[config.mk]
export PLATFORM = sky130hd
export DESIGN_NAME = mem_req_arbiter
export DESIGN_NICKNAME = d
export VERILOG_FILES = /design/src/rtl/mem_req_arbiter.sv
export SDC_FILE = /design/constraint.sdc
export NUM_CORES = 1
export LEC_CHECK = 0
export ABC_AREA = 1
export BUFFER_PORTS_ARGS = -buffer_cell sky130_fd_sc_hd__buf_2
export CORE_AREA = 10 10 101 103
export DETAILED_ROUTE_END_ITERATION = 10
export DIE_AREA = 0 0 111 113
export GPL_TIMING_DRIVEN = 0
export PLACE_DENSITY_LB_ADDON = 0.12
export REMOVE_ABC_BUFFERS = 1
export SYNTH_ARGS = -nofsm -noshare
export SYNTH_HDL_FRONTEND = slang
export SYNTH_SLANG_ARGS = --single-unit
export TNS_END_PERCENT = 100
[constraint.sdc]
create_clock -name clk -period 4.1 [get_ports clk]
set_input_delay 0 -clock clk [delete_from_list [all_inputs] [get_ports clk]]
set_output_delay 0 -clock clk [all_outputs]
set_load 0.01 [all_outputs]
[src/rtl/mem_req_arbiter.sv]
// ---------------------------------------------------------------------------
// mem_req_arbiter
//
// Purpose:
//   Merges an instruction-fetch port and a load/store port onto a single
//   shared memory request/response interface with split address and data
//   phases. Load/store requests have priority over fetches. Once a request
//   has been presented and not yet accepted, the same master stays granted
//   until the memory accepts it. An in-order FIFO of master IDs records who
//   owns each accepted request. Each response is routed back to that owner.
//
// Ports:
//   clk, resetn           - clock (rising edge) and async active-low reset
//   inst_req/inst_addr    - fetch request (read-only, 4 bytes)
//   inst_addr_ok          - fetch request accepted this cycle
//   inst_data_ok/_rdata   - fetch data returned this cycle
//   data_req/_wr/_size/
//   _wstrb/_addr/_wdata   - load/store request
//   data_addr_ok          - load/store request accepted this cycle
//   data_data_ok/_rdata   - load/store response this cycle
//   m_req/_wr/_size/
//   _wstrb/_addr/_wdata   - shared memory request (all zero when idle)
//   m_addr_ok/_data_ok/
//   m_rdata               - shared memory response
//
// Parameter:
//   DEPTH - maximum accepted requests still awaiting their data phase
// ---------------------------------------------------------------------------
module mem_req_arbiter #(
    parameter int DEPTH = 4
) (
    input  logic        clk,
    input  logic        resetn,

    input  logic        inst_req,
    input  logic [31:0] inst_addr,
    output logic        inst_addr_ok,
    output logic        inst_data_ok,
    output logic [31:0] inst_rdata,

    input  logic        data_req,
    input  logic        data_wr,
    input  logic [1:0]  data_size,
    input  logic [3:0]  data_wstrb,
    input  logic [31:0] data_addr,
    input  logic [31:0] data_wdata,
    output logic        data_addr_ok,
    output logic        data_data_ok,
    output logic [31:0] data_rdata,

    output logic        m_req,
    output logic        m_wr,
    output logic [1:0]  m_size,
    output logic [3:0]  m_wstrb,
    output logic [31:0] m_addr,
    output logic [31:0] m_wdata,
    input  logic        m_addr_ok,
    input  logic        m_data_ok,
    input  logic [31:0] m_rdata
);

    localparam int PTR_W = (DEPTH > 1) ? $clog2(DEPTH) : 1;
    localparam int CNT_W = $clog2(DEPTH + 1);

    typedef enum logic [1:0] {
        IDLE   = 2'd0,
        HOLD_I = 2'd1,
        HOLD_D = 2'd2
    } state_e;

    state_e             state_q, state_d;

    logic [DEPTH-1:0]   id_q, id_d;
    logic [PTR_W-1:0]   wr_ptr_q, wr_ptr_d;
    logic [PTR_W-1:0]   rd_ptr_q, rd_ptr_d;
    logic [CNT_W-1:0]   count_q, count_d;

    logic               grant_i;
    logic               grant_d;
    logic               push;
    logic               pop;
    logic               head_id;

    // Pointer advance that wraps modulo DEPTH, so non-power-of-two depths work.
    function automatic logic [PTR_W-1:0] ptr_inc(input logic [PTR_W-1:0] p);
        if (p == PTR_W'(DEPTH - 1)) begin
            return '0;
        end
        return p + 1'b1;
    endfunction

    // -----------------------------------------------------------------------
    // State register
    // -----------------------------------------------------------------------
    always_ff @(posedge clk or negedge resetn) begin
        if (!resetn) begin
            state_q <= IDLE;
        end else begin
            state_q <= state_d;
        end
    end

    // -----------------------------------------------------------------------
    // Next-state logic. A presented request that is not accepted locks the
    // grant onto that master until the memory takes it.
    // -----------------------------------------------------------------------
    always_comb begin
        state_d = state_q;
        case (state_q)
            IDLE: begin
                if (grant_d && !m_addr_ok) begin
                    state_d = HOLD_D;
                end else if (grant_i && !m_addr_ok) begin
                    state_d = HOLD_I;
                end
            end
            HOLD_I, HOLD_D: begin
                if (m_addr_ok) begin
                    state_d = IDLE;
                end
            end
            default: state_d = IDLE;
        endcase
    end

    // -----------------------------------------------------------------------
    // Output logic: grant selection and the shared request mux. Selection in
    // IDLE is suppressed when the ID FIFO is full. Gating with resetn keeps
    // the request lines quiet while reset is held even if requests are up.
    // -----------------------------------------------------------------------
    always_comb begin
        grant_i = 1'b0;
        grant_d = 1'b0;
        if (resetn) begin
            case (state_q)
                IDLE: begin
                    if (count_q < CNT_W'(DEPTH)) begin
                        if (data_req) begin
                            grant_d = 1'b1;
                        end else if (inst_req) begin
                            grant_i = 1'b1;
                        end
                    end
                end
                HOLD_I:  grant_i = 1'b1;
                HOLD_D:  grant_d = 1'b1;
                default: ;
            endcase
        end

        m_req   = 1'b0;
        m_wr    = 1'b0;
        m_size  = 2'd0;
        m_wstrb = 4'd0;
        m_addr  = 32'd0;
        m_wdata = 32'd0;
        if (grant_d) begin
            m_req   = 1'b1;
            m_wr    = data_wr;
            m_size  = data_size;
            m_wstrb = data_wstrb;
            m_addr  = data_addr;
            m_wdata = data_wdata;
        end else if (grant_i) begin
            // Fetches are always 4-byte reads.
            m_req   = 1'b1;
            m_size  = 2'd2;
            m_addr  = inst_addr;
        end

        inst_addr_ok = m_req & m_addr_ok & grant_i;
        data_addr_ok = m_req & m_addr_ok & grant_d;
    end

    // -----------------------------------------------------------------------
    // Response routing. A data_ok with nothing outstanding is dropped.
    // -----------------------------------------------------------------------
    always_comb begin
        push         = m_req & m_addr_ok;
        pop          = m_data_ok & (count_q != '0);
        head_id      = id_q[rd_ptr_q];
        inst_data_ok = pop & ~head_id;
        data_data_ok = pop &  head_id;
        inst_rdata   = m_rdata;
        data_rdata   = m_rdata;
    end

    // -----------------------------------------------------------------------
    // ID FIFO next-state: 0 marks a fetch, 1 a load/store. A full FIFO never
    // sees a push because selection is blocked at count == DEPTH.
    // -----------------------------------------------------------------------
    always_comb begin
        id_d     = id_q;
        wr_ptr_d = wr_ptr_q;
        rd_ptr_d = rd_ptr_q;
        count_d  = count_q;

        if (push) begin
            id_d[wr_ptr_q] = grant_d;
            wr_ptr_d       = ptr_inc(wr_ptr_q);
        end
        if (pop) begin
            rd_ptr_d = ptr_inc(rd_ptr_q);
        end

        case ({push, pop})
            2'b10:   count_d = count_q + 1'b1;
            2'b01:   count_d = count_q - 1'b1;
            default: count_d = count_q;
        endcase
    end

    // -----------------------------------------------------------------------
    // ID FIFO registers. Reset discards any outstanding IDs.
    // -----------------------------------------------------------------------
    always_ff @(posedge clk or negedge resetn) begin
        if (!resetn) begin
            id_q     <= '0;
            wr_ptr_q <= '0;
            rd_ptr_q <= '0;
            count_q  <= '0;
        end else begin
            id_q     <= id_d;
            wr_ptr_q <= wr_ptr_d;
            rd_ptr_q <= rd_ptr_d;
            count_q  <= count_d;
        end
    end

endmodule

# [Yosys cells after proc, flatten, opt, wreduce, memory -nomap -nowiden]
# Cells that the tools add are included.
[word_totals] reg_bits=13 out_inout_bits=140 elab_cells=73
[classes] n_addsub=4 order_cmp=4 n_eq_ne=8 muxes=36 bitwise=7 reduce_logical=9
[op_table] op="32-bit two-way mux" count=3
[op_table] op="2-bit two-way mux" count=9
[op_table] op="1-bit two-way mux" count=16
[op_table] op="2-bit equality test, second input constant" count=4
[op_table] op="1-bit AND" count=6
[op_table] op="2-bit by 3-bit less-than comparator with 1-bit output, second input constant" count=2
[op_table] op="3-bit one-hot mux with 2 select lines" count=1
[op_table] op="2-bit by 1-bit adder with 2-bit output, second input constant" count=2
[op_table] op="4-bit bitwise mux" count=1
[op_table] op="2-bit by 1-bit equality test with 1-bit output, second input constant" count=2
[op_table] op="4-bit two-way mux" count=1
[op_table] op="1-bit one-hot mux with 2 select lines" count=2
[op_table] op="2-bit one-hot mux with 2 select lines" count=1
[op_table] op="3-bit by 1-bit adder with 3-bit output, second input constant" count=1
[op_table] op="1-bit logical AND" count=3
[op_table] op="3-bit less-than comparator, second input constant" count=1
[op_table] op="3-bit != test, second input constant" count=1
[op_table] op="3-bit nonzero test" count=1
[op_table] op="3-bit by 1-bit subtractor with 3-bit output, second input constant" count=1
[op_table] op="1-bit binary-select mux with 2-bit select" count=1
[op_table] op="1-bit demux with 2-bit select" count=1
[op_table] op="2-bit by 1-bit >= comparator with 1-bit output, second input constant" count=1
[op_table] op="2-bit logical NOT" count=1
[op_table] op="2-bit != test, second input constant" count=1
[op_table] op="other kinds (5)" count=5

# [Longest topological paths before layout]
# Gate-level depths: netlist (run 1).
[logic_depth] ltp_word=10 mapped_depth=15 ltp_nobuf=15

# [Worst setup path after synthesis (run 1)]
# OpenSTA, ideal clock, no wires.
[synth_timing] kind="register to register" start="register state_q[0]" end="register count_q[2]" t_arrival_ns=2.024 required_time_ns=3.969 slack_ns=1.945 path_stages_with_launch=16 n_path_buf=0 period_less_slack_ns=2.155 path_cell_list="dfrtp_1 > inv_1 > ha_1 > inv_2 > nor2_2 > nand2_1 > nand2_2 > nand2_4 > nand2_4 > nand2_4 > ha_1 > inv_1 > fa_1 > a21oi_1 > o21ai_0 > xor2_1"
[synth_via] elab_chain_len=8 word_cells_on_any_way=14
[synth_rtl] item="start: declaration" line="71" rtl="state_e state_q, state_d;"
[synth_rtl] item="start signal: assignment" line="99" rtl="state_q <= state_d;"
[synth_rtl] item="2-bit by 1-bit equality test with 1-bit output / 2-bit logical NOT (equally long branches)" line="135" rtl="case (state_q)"
[synth_rtl] item="1-bit one-hot mux with 2 select lines" line="135"
[synth_rtl] item="1-bit two-way mux" line="134" rtl="if (resetn) begin"
[synth_rtl] item="1-bit two-way mux" line="164" rtl="end else if (grant_i) begin"
[synth_rtl] item="1-bit two-way mux *" line="157" rtl="if (grant_d) begin"
[synth_rtl] item="net m_req" line="51" rtl="output logic m_req,"
[synth_rtl] item="1-bit AND *" line="179" rtl="push = m_req & m_addr_ok;"
[synth_rtl] item="2-bit by 1-bit equality test with 1-bit output / 2-bit equality test (equally long branches)" line="206" rtl="case ({push, pop})"
[synth_rtl] item="3-bit one-hot mux with 2 select lines / 2-bit nonzero test (equally long branches)"
[synth_rtl] item="end signal: assignment" line="226" rtl="count_q <= count_d;"
[synth_rtl] item="end: declaration" line="76" rtl="logic [CNT_W-1:0] count_q, count_d;"
# Mark *: on every way through the listed nets, which the timed path passes. The rest lies on a longest branch.
# A chain may end at the register's enable or synchronous reset.

# [Worst setup path in the final report (run 1)]
[layout_timing] start="register state_q[0]" end="register count_q[2]"
[layout_via] elab_chain_len=8 word_cells_on_any_way=14
[layout_rtl] item="2-bit by 1-bit equality test with 1-bit output / 2-bit logical NOT (equally long branches)" line="135"
[layout_rtl] item="1-bit one-hot mux with 2 select lines" line="135"
[layout_rtl] item="1-bit two-way mux" line="134"
[layout_rtl] item="1-bit two-way mux" line="164"
[layout_rtl] item="1-bit two-way mux *" line="157"
[layout_rtl] item="1-bit AND *" line="179"
[layout_rtl] item="2-bit by 1-bit equality test with 1-bit output / 2-bit equality test (equally long branches)" line="206"
[layout_rtl] item="3-bit one-hot mux with 2 select lines / 2-bit nonzero test (equally long branches)"
# Mark *: on every way between the ends. The rest lies on a longest branch, timed or not.

==> metrics, run 1 <==
Clock Root Buffer clkbuf_8; final hold viol count 0; post-synth top area share 21.8%; slowest stage cell, crit path nand2_4; RSZ-0062 raised after global routing false; reg2reg path depth 13; Worst setup SP type flop; largest net degree at the start of global routing 77; synth unique cells 27; setup TNS 0 ps; clock latency on the worst-skew pair ~250 ps; Post-Syn Area per Cell 6.17 um^2; status completed; P_leak 1.90 nW; worst reg2reg setup slack around 1200 ps; Layout area overhead 22.4%; Slew @ Worst Pin 860 ps; Top Usage Layer GRT met2; Resized Gates After CTS 0; Crit path largest cell delay 610 ps; layout cell share with drive strength beyond 1 43.6%; Post-DP HPWL 9000 um; Warnings, synthesis 0; crit path max fanout 76; grt met2 use 23.0%; critical path cell sequence inv_1 > ha_1 > nand3_2 > nand2_2 > nand2_4 > nand2_4 > nand2_4 > ha_1 > inv_1 > fa_1 > a21oi_1 > o21ai_0 > xor2_1; maximum vdd drop 0.216 mV; final setup violation count 0; Setup crit end kind flop; DRC Markers 0; Maximum Capacitance Violations 0; Reg clk slew, reported paths roughly 60 ps; critical path type flop to flop; Crit Reg-Reg Endpoint count_q[2]; initial antenna violation count 1; first-pass detailed-route iteration total 4; headroom to the max-slew limit 42.7%; final WL 10800 um; die width 111 um; Post-DP Area 0.00264 mm^2; DR vias 2461; CP Buf/Inv Count 2; Hold Path Sink inst_rdata[0]; origin of the critical flop-to-flop path state_q[0]; arrival time at the worst endpoint 3050 ps; Top cell by count, worst path nand2_4; post-synthesis sequential area ratio between 10% and 20%; vias in the first global route around 2500; area of the core 0.00813 mm^2; Final Skew 6.88 ps; synth top area cells buf_4, nand2_1, dfrtp_1; H-tree depth 1; grt met3 use 11.5%; Main synth FF type dfrtp_1; All-Layer GR Usage 15.7%; final count of pins violating max slew 0; TritonCTS clock tree built; gr ovfl total 0; Power Density between 400 and 500 mW/mm^2; via/cell ratio 4.29; Hold Path Cell Cnt 0; Async SR Flop Fraction 100%; Post-DRT Antenna Nets 0; Seq cells post-synth 13; I/O pin count 281; min-delay worst type input pin to primary output; final core occ about 33%; routability congestion estimate 0.835; design area roughly 0.0027 mm^2; number of flops mapped to enable cells by yosys 0; hold path start m_rdata[0]; top cell type by total area after synthesis buf_4; GRT met1 Usage 17.8%; initial DRC count 171; Gate Count Post-Synth 357; DIE AREA 0.0125 mm^2; Die H 113 um; Post-Synthesis Cell Area 0.00220 mm^2; global-route wire length before repair 15600 um; Req. time, crit path 4220 ps; Routed WL per cell 18.7 um; Tcrit/Tclk final 71.4%; crit path time final 2930 ps; initial core utilization about 27%; most frequent cell after synthesis nand2_1; Inserted Clock Buffers 3; Max clock buf depth 2; CTS Sinks 13; layout net count 620; I/O Buffers approximately 180; Largest delay share family, worst path simple AND/OR/NAND/NOR gates; FP Rows 33; Achievable Freq 342 MHz; Synth top cells by count nand2_1, buf_4, inv_1
## cells by family after synthesis
| kind of cell | count (synthesis) | synth area share (%) |
|---|---|---|
| simple gates | 179 | 36.2 |
| xor+xnor | 2 | 0.795 |
| buf+inv | 138 | 38.4 |
| flops | 13 | 14.8 |
| fa+ha+maj | 10 | 6.02 |
| compound gates | 15 | 3.80 |
## flip-flops by register name, indices dropped and copies added (netlist names)
signal    flops
count_q       3
id_q          4
rd_ptr_q      2
state_q       2
wr_ptr_q      2
## timing repair
| action | 4_1_cts | 5_1_grt |
|---|---|---|
| hold endpoints to repair | 13 | 0 |
| hold buffers | 1 | 0 |
| buffers inserted | 0 | 0 |
## power by group
group          switching (mW)  internal, mW  total (mW)
clock network          0.0490        0.0688       0.118
logic                   0.569         0.330       0.899
registers              0.0423         0.188       0.231
## worst max path at each step
stage | startpoint | to | cells past startpoint
4_1_cts | state_q[0] | count_q[2] | 13
2_1_floorplan | state_q[0] | count_q[2] | 13
6_report | state_q[0] | count_q[2] | 13
3_3_place_gp | state_q[0] | count_q[2] | 13
5_1_grt | state_q[0] | count_q[2] | 13
3_5_place_dp | state_q[0] | count_q[2] | 13
## stage by stage
stage | power [mW] | instances | setup WS (ps) | hold WS (ps)
floorplan | 0.777 | 279 | 1540 | -296
global placement | 1.15 | 568 | 1190 | -25.4
finish | 1.25 | 574 | 1170 | 0.112
detailed placement | 1.16 | 568 | 1160 | -31.0
CTS | 1.28 | 573 | 1160 | 0.283
global route | 1.39 | 574 | 871 | 0.156
## cells in the final DEF (no fill, tap or decap), types with 2 or more instances in the layout
master / n
nand3_2: 6
nor2_1: 42
nand2_2: 2
ha_1: 9
nand3_1: 34
clkbuf_8: 3
nand2_4: 4
inv_1: 57
dfrtp_1: 13
nand2_1: 87
o21ai_0: 5
o21ai_1: 5
buf_2: 184
nor2_2: 2
inv_2: 2
a21oi_1: 2
## worst register-to-register path, stage by stage, from the launching register on
cell	delay, ps
dfrtp_1	370
inv_1	70
ha_1	260
nand3_2	100
nand2_2	80
nand2_4	610
nand2_4	210
nand2_4	130
ha_1	150
inv_1	60
fa_1	370
a21oi_1	150
o21ai_0	110
xor2_1	150
## metal layers
layer  wire length [um]  vias to the layer above
met3               1740                       12
met1               4240                     1052
li1                   -                     1221
met5                 56                        -
met4                103                        2
met2               4620                      174
## cell type report
cell class / instances / area (um^2)
Multi-Input combinational cell: 206 / 1030
Timing Repair Buffer: 185 / 931
Tap cell: 105 / 131
Inverter: 60 / 230
Fill cell: 924 / 5440
Sequential cell: 13 / 325
Antenna cell: 1 / 2.50
Clock buffer: 4 / 45.0
(Power assumes the default switching activity.)
==> run 2, diff against run 1 <==
--- a/config.mk
+++ b/config.mk
@@ -7,9 +7,9 @@
 export LEC_CHECK = 0
 export ABC_AREA = 1
 export BUFFER_PORTS_ARGS = -buffer_cell sky130_fd_sc_hd__buf_2
-export CORE_AREA = 10 10 101 103
+export CORE_AREA = 10 10 100 102
 export DETAILED_ROUTE_END_ITERATION = 10
-export DIE_AREA = 0 0 111 113
+export DIE_AREA = 0 0 110 112
 export GPL_TIMING_DRIVEN = 0
 export PLACE_DENSITY_LB_ADDON = 0.12
 export REMOVE_ABC_BUFFERS = 1
==> constraint.sdc (replaced) <==
create_clock -name clk -period 2.6 [get_ports clk]
set_input_delay 0 -clock clk [delete_from_list [all_inputs] [get_ports clk]]
set_output_delay 0 -clock clk [all_outputs]
set_load 0.01 [all_outputs]
==> metrics, run 2 (synthesized netlist as in run 1, its figures left out) <==
final hold viol count 0; crit path max fanout 5; max FFs per register 4; H-tree depth 1; Layout area overhead 24.6%; die width 110 um; global-route wire length before repair around 15000 um; clock latency on the worst-skew pair about 240 ps; most frequent cells in the layout buf_2, nand2_1, inv_1, nor2_1, nand3_1; DR vias 2465; Tcrit/Tclk final 90.2%; CTS Sinks 13; largest net degree at the start of global routing 39; Slew @ Worst Pin 597 ps; diode count 0; layout cell share with drive strength beyond 1 44.1%; DRC Markers 0; sequential standard cell area 325 um^2; total power roughly 2.0 mW; most common cell after layout, fill and taps aside buf_2; worst reg2reg setup slack roughly 260 ps; placed cells between 500 and 600; Regs by FF count id_q: 4 flops, count_q: 3 flops; routability congestion estimate 0.813; All-Layer GR Usage 16.2%; initial core utilization between 20% and 30%; via/cell ratio 4.27; TritonCTS clock tree built; Reg clk slew, reported paths 60 ps; vias in the first global route between 2000 and 2500; Max clock buf depth 2; Setup crit end kind flop; reg2reg path depth 15; min-delay worst type input pin to primary output; final count of pins violating max slew 0; Post-DP HPWL about 9000 um; Finished Layout Cells between 500 and 600; critical path type flop to flop; final setup violation count 0; status completed; Power Density about 740 mW/mm^2; Hold Path Sink inst_rdata[27]; Inserted Clock Buffers 3; maximum vdd drop 0.388 mV; Maximum Capacitance Violations 0; Clock Root Buffer clkbuf_8; Worst setup SP type flop; I/O Buffers 184; I/O pin count 281; Achievable Freq 427 MHz; layout net count 624; origin of the critical flop-to-flop path state_q[0]; DIE AREA 0.0123 mm^2; Setup crit start state_q[0]; Req. time, crit path 2710 ps; area of the core about 0.0081 mm^2; arrival time at the worst endpoint 2460 ps; first-pass detailed-route iteration total 4; P_leak 1.92 nW; multi-input logic area about 0.0011 mm^2; Hold Path Cell Cnt 0; crit path time final 2340 ps; initial DRC count 178; RSZ-0062 raised after global routing false; Routed WL per cell 19.1 um; initial antenna violation count 0; Die H 112 um; headroom to the max-slew limit 60.2%; Final Skew between 4 and 5 ps; hold path start m_rdata[27]; Post-DRT Antenna Nets 0; gr ovfl total 0; final WL 11000 um; FP Rows 33; Largest Register id_q; Crit Reg-Reg Endpoint count_q[2]; FILL cells between 900 and 1000
## run 2: cell types whose count changed in the layout (fill, tap and decap cells not counted), sizes merged
cell   delta
buf       +2
nand2     +2
diode     -1
## run 2: per-stage QoR
step | setup WS [ps] | setup TNS, ps | util (%) | hold WS [ps] | cell area (um^2)
global route | 24.2 | 0 | 34.1 | 0.146 | 2750
global placement | -322 | -491 | 32.8 | -33.0 | 2640
detailed placement | -334 | -500 | 32.8 | -36.4 | 2640
CTS | 45.1 | 0 | 33.8 | 0.230 | 2730
finish | 256 | 0 | 34.1 | 0.140 | 2750
floorplan | 40.1 | 0 | - | -296 | 1590
## run 2: layout make-up
cell class                 count  area share, %
clock buffer                   4           1.64
inverter                      60           8.39
multi-input combinational    208           38.9
sequential                    13           11.9
tap                          105           4.79
timing repair buffer         187           34.5
## run 2: worst max-delay path by stage
| stage | slack (ps) | endpoint | cells after the start |
|---|---|---|---|
| 2_1_floorplan | 40 | count_q[2] | 13 |
| 3_3_place_gp | -320 | count_q[2] | 13 |
| 3_5_place_dp | -330 | count_q[2] | 13 |
| 4_1_cts | 50 | count_q[2] | 13 |
| 5_1_grt | 20 | count_q[2] | 15 |
| 6_report | 260 | count_q[2] | 15 |
## run 2: critical path, stage by stage, from the launching register on
cell and delay [ps]:
dfrtp_1 370, inv_1 70, ha_1 260, inv_2 90, nor2_2 30, nand2_1 60, nand2_2 70, nand2_4 100
nand2_4 90, nand2_4 90, ha_1 140, inv_1 60, fa_1 370, a21oi_1 140, o21ai_0 110, xor2_1 150
## run 2: layer usage
layer	vias up	part of all wire [%]	routed length, um	GRT usage [%]
li1	1233	-	-	-
met1	1078	40	4450	19.0
met2	150	44	4800	25.2
met3	4	16	1740	9.86
met4	0	0.19	21	1.04
met5	-	0	0	4.20
## run 2: where the power goes
group | total (mW) | internal (mW) | switching (mW)
combinational | 1.50 | 0.546 | 0.951
clock | 0.176 | 0.108 | 0.0678
sequential | 0.364 | 0.297 | 0.0668
## run 2: what timing repair did
item,CTS,global route
resized for setup,1,1
endpoints found under the setup margin,35,3
cloned,2,0
buffers inserted,0,2
hold endpoints to repair,13,0
hold buffers,1,0
==> run 3, diff against run 2 <==
==> constraint.sdc (replaced) <==
create_clock -name clk -period 2.6 [get_ports clk]
set_input_delay 0 -clock clk [delete_from_list [all_inputs] [get_ports clk]]
set_output_delay 0 -clock clk [all_outputs]
set_load 0.02 [all_outputs]
==> metrics, run 3 (synthesized netlist as in run 1, its figures left out) <==
status completed; All-Layer GR Usage 16.2%; DRC Markers 0; diode count 0; Largest delay share family, worst path adder cells; Hold Slack around 0.24 ps; initial DRC count roughly 190; die width 110 um; headroom to the max-slew limit ~60%; RSZ-0062 raised after global routing false; Comb pwr share 76.0%; arrival time at the worst endpoint 2460 ps; Clock Root Buffer clkbuf_8; Largest Register id_q; placed cells 568; Top cell by count, worst path nand2_4; crit path max fanout 5; final WL approximately 11000 um; largest net degree at the start of global routing 39; initial core utilization a little over a quarter; area of the core 0.00805 mm^2; Regs by FF count id_q: 4 flops, count_q: 3 flops; Power Density just over 800 mW/mm^2; design area 0.00275 mm^2; maximum vdd drop 0.391 mV; Finished Layout Cells 577; TritonCTS clock tree built; final count of pins violating max slew 0; global-route wire length before repair 15300 um; Psw ~1.3 mW; clock latency on the worst-skew pair 240 ps; gr ovfl total 0; Reg clk slew, reported paths 60 ps; Int Pwr about 0.95 mW; clock share of power between 7 and 8%; Routed WL per cell between 15 and 20 um; Layout area overhead 24.6%; crit path time final approximately 2300 ps; H-tree depth 1; I/O Buffers 184; Die H 112 um; FILL cells 919; DR vias approximately 2500; vias in the first global route roughly 2500; min-delay worst type input pin to primary output; Switching Fraction 57.6%; total power between 2 and 2.5 mW; Post-DRT Antenna Nets 0; sequential standard cell area 325 um^2; I/O pin count 281; most common cell after layout, fill and taps aside buf_2; Worst setup SP type flop; slowest stage cell, crit path dfrtp_1; critical path cell sequence inv_1 > ha_1 > inv_2 > nor2_2 > nand2_1 > nand2_2 > nand2_4 > nand2_4 > nand2_4 > ha_1 > inv_1 > fa_1 > a21oi_1 > o21ai_0 > xor2_1; Tcrit/Tclk final approximately 90%; initial antenna violation count 0; Req. time, crit path 2710 ps; Final Skew 4.65 ps; most frequent cells in the layout buf_2, nand2_1, inv_1, nor2_1, nand3_1; Slew @ Worst Pin 597 ps; CTS Sinks 13; max FFs per register 4; Post-DP HPWL slightly below 9000 um; layout net count 624; routability congestion estimate 0.813; Inserted Clock Buffers 3; layout cell share with drive strength beyond 1 44.1%; pre-CTS worst setup slack -334 ps; Setup crit end kind flop; final setup violation count 0; Post-DP Area 0.00264 mm^2; multi-input logic area 0.00107 mm^2; FP Rows 33; Maximum Capacitance Violations 0; via/cell ratio 4.26; first-pass detailed-route iteration total 6; final hold viol count 0; sequential share of power 16.2%; critical path type flop to flop; Max clock buf depth 2; Final WS setup around 260 ps; DIE AREA between 0.01 and 0.015 mm^2; P_leak 1.92 nW; Crit path largest cell delay 370 ps; Achievable Freq 427 MHz; CP Buf/Inv Count 3
run 3: final timing paths:
path	start	endpoint	slack, ps	cells after the start
max in group asynchronous	resetn	count_q[2]	1910	2
max reg2reg	state_q[0]	count_q[2]	260	15
min reg2reg	count_q[0]	count_q[0]	470	1
min in group asynchronous	resetn	wr_ptr_q[0]	290	2
max	state_q[0]	count_q[2]	260	15
min	m_rdata[27]	inst_rdata[27]	0.2	0
run 3: power by group through the flow:
stage,clock (mW),combinational [mW],sequential (mW)
detailed placement,0,1.67,0.365
floorplan,0,1.09,0.350
global route,0.195,1.93,0.377
finish,0.176,1.71,0.364
global placement,0,1.66,0.367
CTS,0.186,1.73,0.364
run 3: worst register-to-register path, delay by kind of cell, from the launching register on:
family | cells | cell delay [ps]
and+or+nand+nor | 6 | 440
buffers and inverters | 3 | 220
AOI/OAI and AO/OA | 2 | 250
xor gates and xnor gates | 1 | 150
adders and majority gates | 3 | 770
DFF | 1 | 370
run 3: per-stage QoR:
stage                     setup TNS, ps  utilization, %
after global routing                  0            34.1
after detailed placement           -500            32.8
final                                 0            34.1
after CTS                             0            33.8
after floorplan                       0               -
after global placement             -491            32.8
run 3: metal layers:
layer / routed length, um / up-vias / GRT usage (%)
li1: - / 1233 / -
met1: 4340 / 1064 / 18.9
met2: 4770 / 157 / 24.9
met3: 1780 / 6 / 10.0
met4: 64 / 0 / 1.65
met5: 0 / - / 4.20
run 3: cell type report:
class                           count  area share, %
Clock buffer                        4           1.64
Inverter                           60           8.39
Multi-Input combinational cell    208           38.9
Sequential cell                    13           11.9
Tap cell                          105           4.79
Timing Repair Buffer              187           34.5
run 3: what timing repair did:
action	in CTS	in global routing
resized for setup	1	1
buffers inserted	0	2
gates cloned	2	0
hold buffers	1	0
endpoints found under the hold margin	13	0
setup endpoints to repair	35	6
